<file path="src/rtl/mcycle_ctrl_fsm.sv">
// mcycle_ctrl_fsm: multicycle ARM control unit.
// Sequences the shared ALU/memory datapath through FETCH, DECODE, MEMADR,
// MEMREAD, MEMWRITE, MEMWB, EXECR, EXECI, ALUWB and BRANCH, and decodes the
// instruction fields into the per-state datapath strobes, including the ALU
// control decoder. Memory states wait on mem_ready.
//
// Ports:
//   clk, reset_n       clock, synchronous active-low reset
//   Op, Funct, Rd      instruction fields from the IR
//   mem_ready          memory completes the current access this cycle
//   mem_req            memory access requested
//   IRWrite, AdrSrc, ALUSrcA, ALUSrcB, ResultSrc, ALUControl, FlagW,
//   RegW, MemW, PCWrite, Branch        datapath controls
//   instr_done         pulse in an instruction's final cycle
//   illegal            pulse in DECODE for Op==11
//   cycle_cnt, instr_cnt               performance counters
//
// Configuration: define ARM_MCYC_PERF_EN to build the performance counters;
// otherwise cycle_cnt/instr_cnt are tied to 0.
module mcycle_ctrl_fsm #(
  parameter int unsigned PERF_W = 32
) (
  input  logic              clk,
  input  logic              reset_n,
  input  logic [1:0]        Op,
  input  logic [5:0]        Funct,
  input  logic [3:0]        Rd,
  input  logic              mem_ready,
  output logic              mem_req,
  output logic              IRWrite,
  output logic              AdrSrc,
  output logic              ALUSrcA,
  output logic [1:0]        ALUSrcB,
  output logic [1:0]        ResultSrc,
  output logic [1:0]        ALUControl,
  output logic [1:0]        FlagW,
  output logic              RegW,
  output logic              MemW,
  output logic              PCWrite,
  output logic              Branch,
  output logic              instr_done,
  output logic              illegal,
  output logic [PERF_W-1:0] cycle_cnt,
  output logic [PERF_W-1:0] instr_cnt
);

  typedef enum logic [3:0] {
    S_FETCH    = 4'd0,
    S_DECODE   = 4'd1,
    S_MEMADR   = 4'd2,
    S_MEMREAD  = 4'd3,
    S_MEMWRITE = 4'd4,
    S_MEMWB    = 4'd5,
    S_EXECR    = 4'd6,
    S_EXECI    = 4'd7,
    S_ALUWB    = 4'd8,
    S_BRANCH   = 4'd9
  } state_e;

  state_e     state_q, state_d;
  logic [3:0] cmd;
  logic       s_bit;
  logic       cmp_tst;
  logic       rd_is_pc;
  logic [1:0] alu_dec;
  logic [1:0] flagw_dec;

  assign cmd      = Funct[4:1];
  assign s_bit    = Funct[0];
  assign cmp_tst  = (cmd == 4'b1010) || (cmd == 4'b1000);
  assign rd_is_pc = (Rd == 4'hF);

  // State register
  always_ff @(posedge clk) begin
    if (!reset_n) begin
      state_q <= S_FETCH;
    end else begin
      state_q <= state_d;
    end
  end

  // ALU control and flag-write decode, used only in the EXEC states
  always_comb begin
    alu_dec = 2'b00;
    case (cmd)
      4'b0100:          alu_dec = 2'b00;
      4'b0010, 4'b1010: alu_dec = 2'b01;
      4'b0000, 4'b1000: alu_dec = 2'b10;
      4'b1100:          alu_dec = 2'b11;
      default:          alu_dec = 2'b00;
    endcase
    // C/V only meaningful for arithmetic; compares always write both when S=1
    if (cmp_tst) begin
      flagw_dec = {s_bit, s_bit};
    end else begin
      flagw_dec = {s_bit, s_bit & ~alu_dec[1]};
    end
  end

  // Next-state and strobe decode; everything forced low while in reset
  always_comb begin
    state_d    = state_q;
    mem_req    = 1'b0;
    IRWrite    = 1'b0;
    AdrSrc     = 1'b0;
    ALUSrcA    = 1'b0;
    ALUSrcB    = 2'b00;
    ResultSrc  = 2'b00;
    ALUControl = 2'b00;
    FlagW      = 2'b00;
    RegW       = 1'b0;
    MemW       = 1'b0;
    PCWrite    = 1'b0;
    Branch     = 1'b0;
    instr_done = 1'b0;
    illegal    = 1'b0;

    case (state_q)
      S_FETCH: begin
        mem_req   = 1'b1;
        ALUSrcA   = 1'b1;
        ALUSrcB   = 2'b10;
        ResultSrc = 2'b10;
        IRWrite   = mem_ready;
        PCWrite   = mem_ready;
        if (mem_ready) state_d = S_DECODE;
      end
      S_DECODE: begin
        ALUSrcA   = 1'b1;
        ALUSrcB   = 2'b10;
        ResultSrc = 2'b10;
        case (Op)
          2'b01:   state_d = S_MEMADR;
          2'b00:   state_d = Funct[5] ? S_EXECI : S_EXECR;
          2'b10:   state_d = S_BRANCH;
          default: begin
            illegal    = 1'b1;
            instr_done = 1'b1;
            state_d    = S_FETCH;
          end
        endcase
      end
      S_MEMADR: begin
        ALUSrcB = 2'b01;
        state_d = Funct[0] ? S_MEMREAD : S_MEMWRITE;
      end
      S_MEMREAD: begin
        mem_req = 1'b1;
        AdrSrc  = 1'b1;
        if (mem_ready) state_d = S_MEMWB;
      end
      S_MEMWRITE: begin
        mem_req = 1'b1;
        AdrSrc  = 1'b1;
        MemW    = 1'b1;
        if (mem_ready) begin
          instr_done = 1'b1;
          state_d    = S_FETCH;
        end
      end
      S_MEMWB: begin
        ResultSrc  = 2'b01;
        RegW       = 1'b1;
        PCWrite    = rd_is_pc;
        instr_done = 1'b1;
        state_d    = S_FETCH;
      end
      S_EXECR, S_EXECI: begin
        ALUSrcB    = (state_q == S_EXECI) ? 2'b01 : 2'b00;
        ALUControl = alu_dec;
        FlagW      = flagw_dec;
        if (cmp_tst) begin
          instr_done = 1'b1;
          state_d    = S_FETCH;
        end else begin
          state_d = S_ALUWB;
        end
      end
      S_ALUWB: begin
        RegW       = 1'b1;
        PCWrite    = rd_is_pc;
        instr_done = 1'b1;
        state_d    = S_FETCH;
      end
      S_BRANCH: begin
        ALUSrcB    = 2'b01;
        ResultSrc  = 2'b10;
        Branch     = 1'b1;
        instr_done = 1'b1;
        state_d    = S_FETCH;
      end
      default: state_d = S_FETCH;
    endcase

    // Outputs are combinational, so reset must mask them in the same cycle
    if (!reset_n) begin
      mem_req    = 1'b0;
      IRWrite    = 1'b0;
      AdrSrc     = 1'b0;
      ALUSrcA    = 1'b0;
      ALUSrcB    = 2'b00;
      ResultSrc  = 2'b00;
      ALUControl = 2'b00;
      FlagW      = 2'b00;
      RegW       = 1'b0;
      MemW       = 1'b0;
      PCWrite    = 1'b0;
      Branch     = 1'b0;
      instr_done = 1'b0;
      illegal    = 1'b0;
    end
  end

`ifdef ARM_MCYC_PERF_EN
  logic [PERF_W-1:0] cycle_q, instr_q;

  // Free-running performance counters, wrap naturally
  always_ff @(posedge clk) begin
    if (!reset_n) begin
      cycle_q <= '0;
      instr_q <= '0;
    end else begin
      cycle_q <= cycle_q + PERF_W'(1);
      if (IRWrite) instr_q <= instr_q + PERF_W'(1);
    end
  end

  assign cycle_cnt = reset_n ? cycle_q : '0;
  assign instr_cnt = reset_n ? instr_q : '0;
`else
  assign cycle_cnt = '0;
  assign instr_cnt = '0;
`endif

endmodule

</file>
<file path="config.mk">
export PLATFORM = sky130hd
export DESIGN_NAME = mcycle_ctrl_fsm
export DESIGN_NICKNAME = d
export VERILOG_FILES = /design/src/rtl/mcycle_ctrl_fsm.sv
export SDC_FILE = /design/constraint.sdc
export NUM_CORES = 1
export LEC_CHECK = 0
export BUFFER_PORTS_ARGS = -buffer_cell sky130_fd_sc_hd__buf_4
export CAP_MARGIN = 0
export CORE_MARGIN = 2
export CORE_UTILIZATION = 41
export CTS_CLUSTER_DIAMETER = 30
export DETAILED_ROUTE_END_ITERATION = 10
export GPL_TIMING_DRIVEN = 0
export HOLD_SLACK_MARGIN = 0.05
export PLACE_DENSITY = 0.87
export REMOVE_ABC_BUFFERS = 1
export SETUP_SLACK_MARGIN = 0.02
export SLEW_MARGIN = 10
export SYNTH_ARGS = -nofsm -noshare
export SYNTH_HDL_FRONTEND = slang
export SYNTH_SLANG_ARGS = --single-unit
export TNS_END_PERCENT = 1
</file>
<file path="constraint.sdc">
create_clock -name clk -period 3.3 [get_ports clk]
set_input_delay 0.33 -clock clk [delete_from_list [all_inputs] [get_ports clk]]
set_output_delay 0.33 -clock clk [all_outputs]
set_load 0.1 [all_outputs]
</file>
==> impl_metrics.ini <==
[clock_tree]
post_cts_resized = 0
cts_max_level = 1
clk-insertion-delay-late_ns = 0.23
path_clk_slew_ns = 0.04
clock_path_buffers = 2
cts_buffers = 3
clock-sinks = 4
tritoncts = done
cts_setup_buffers = 0
root_buffer = clkbuf_4
cts_hold_buf = 0

[sta]
final.setup.worst_slack_ns = 0.949
finalSetupViolations = 0
slew_viol_final = 0
whs_ns = 0.354
max_freq_mhz = 425
hold_viol_final = 0
clock_skew_ns = 0.00399
fin_crit_sh = 0.712
rsz0062_at_grt = false
relSlewSlack = 0.600
min_period_ns = 2.35
worst_pin_slew_ns = 0.599

[grt]
grt_max_degree = 19
grt_usage = 0.112
antenna_found_initial = 0
grt_pass1_vias = 590
grt_pass1_wl_um = 2420
grt-ovfl-total = 0

[detailed_routing]
avgRoutedWirePerCell_um = 8.68
vias = 802
drt_pass1_iterations = 4
drc = 0
drt-vias-per-instance = 4.01
wirelength_um = 1740
ant_nets = 0
dr.first_iter.drc_count = 9

[power]
ir_drop_mv = 0.305
p_per_area_nw_per_um2 = 585
power_leakage_nw = 0.595

[placed_design]
pre_cts_ws_ns = 1.19
placed_cell_area_um2 = 1050
gp_congestion = 0.846
port_buffers = 32
dp_hpwl_um = 1470

[logic_synthesis]
synthArstFlopShare = 0
synth-seq-cells = 4
yosysMostFrequentCell = buf_4
synth_common_cells = buf_4, nor2_1, nand2_1
yosysSeqAreaShare = 0.0750
synth_edf_count = 0
yosys.area.top_type = buf_4
yosys-top-cells-area = buf_4, dfxtp_1, nor3_2
yosys.area.top_type_share = 0.457
synth_cells = 142
synth_area_um2 = 1070
synthFlopType = dfxtp_1
ys_types = 44
syn_avg_cell_area_um2 = 7.52
yosysWarnings = 0

[worst_setup_path]
endpoint_kind = output pin
reg2reg_to = state_q[2]$_SDFFE_PN0P_
reg2reg_slack_ns = 1.86
crit_type = reg2out
cpMaxStageDelayCell = dfxtp_1
reg2regPathDepth = 4
worstPathArrival_ns = 2.02
crit_end = ALUControl[1]
crit_chain = nor2b_2, nand3_2, a2111oi_2, buf_4
crit_start = state_q[1]$_SDFFE_PN0P_
crit_fanout = 13
slowest_delay_ns = 0.63
critPathRequiredTime_ns = 2.97
cp-start-kind = flip-flop
worst_r2r_startpoint = state_q[2]$_SDFFE_PN0P_

[layout]
diodes = 0
nets = 187
syn_to_final_growth_pct = 0.820
drive_gt1_frac = 0.271
largest_register = state_q
largestRegisters = state_q (4)
post-route-util = 0.434
design_area_um2 = 1080
largest_reg_flops = 4

[die]
io_pins = 97
core_um2 = 2480
die_area_um2 = 3030
die_h_um = 55.0
placementRows = 18
dieWidth_um = 55.0
start_util = 0.431

[hold_path]
min_path_type = in2reg

[outcome]
status = completed

[job]
maxCapViolCount = 0
## stage by stage
step	cells	setup TNS, ns	total power, mW
after floorplan	135	-0.350	0.523
after global placement	197	0	0.567
after detailed placement	197	0	0.570
after CTS	200	0	0.632
after global routing	200	0	0.659
final	200	0	0.630
## cell families after synthesis
kind of cell | share of synthesized area
buffers and inverters | 0.515
and+or+nand+nor | 0.223
AOI/OAI and AO/OA | 0.147
DFF | 0.0750
xor gates and xnor gates | 0.0164
muxes | 0.0211
other | 0.00351
## cell usage in the layout (no fill, tap or decap), types with 3 or more instances in the layout
cell | synthesis | final
conb_1 | 1 | 64
a21oi_1 | 3 | 3
dfxtp_1 | 4 | 4
nor2_1 | 8 | 8
buf_4 | 65 | 32
nor2b_1 | 3 | 3
nor3_1 | 4 | 4
nor3_2 | 3 | 3
clkbuf_4 | 1 | 3
nand2_1 | 5 | 5
inv_1 | 4 | 4
## critical path, delay by kind of cell, from the launching register on
family	cells	cell delay (ns)
AO/OA/AOI/OAI	1	0.36
buffers and inverters	1	0.34
flip-flops	1	0.63
AND/OR/NAND/NOR	2	0.44
## area by class of cell
type | instances | area, um2
Timing Repair Buffer | 32 | 240
Tap cell | 30 | 37.5
Multi-Input combinational cell | 126 | 674
Clock buffer | 3 | 22.5
Sequential cell | 4 | 80.1
Inverter | 5 | 21.3
Fill cell | 270 | 1400
## how the worst min path moves through the flow
stage,start,endpoint,slack [ns],depth (start not counted)
final,mem_ready,state_q[2]$_SDFFE_PN0P_,0.35,2
after global placement,mem_ready,state_q[2]$_SDFFE_PN0P_,0.60,2
after floorplan,mem_ready,state_q[2]$_SDFFE_PN0P_,0.45,1
after CTS,mem_ready,state_q[2]$_SDFFE_PN0P_,0.35,2
after detailed placement,mem_ready,state_q[2]$_SDFFE_PN0P_,0.60,2
after global routing,mem_ready,state_q[2]$_SDFFE_PN0P_,0.35,2
## per-layer routing
metal / up-vias / track usage / part of all wire
met5: - / 0 / 0
li1: 403 / - / -
met4: 0 / 0.0366 / 0
met2: 55 / 0.187 / 0.48
met3: 0 / 0.0484 / 0.14
met1: 344 / 0.129 / 0.38
## report_power, final
part | internal, mW | switching (mW) | total (mW)
Clock | 0.0406 | 0.0191 | 0.0597
Combinational | 0.0549 | 0.445 | 0.500
Sequential | 0.0530 | 0.0168 | 0.0698
Total | 0.149 | 0.481 | 0.630
Power figures use the tool's default switching activity.
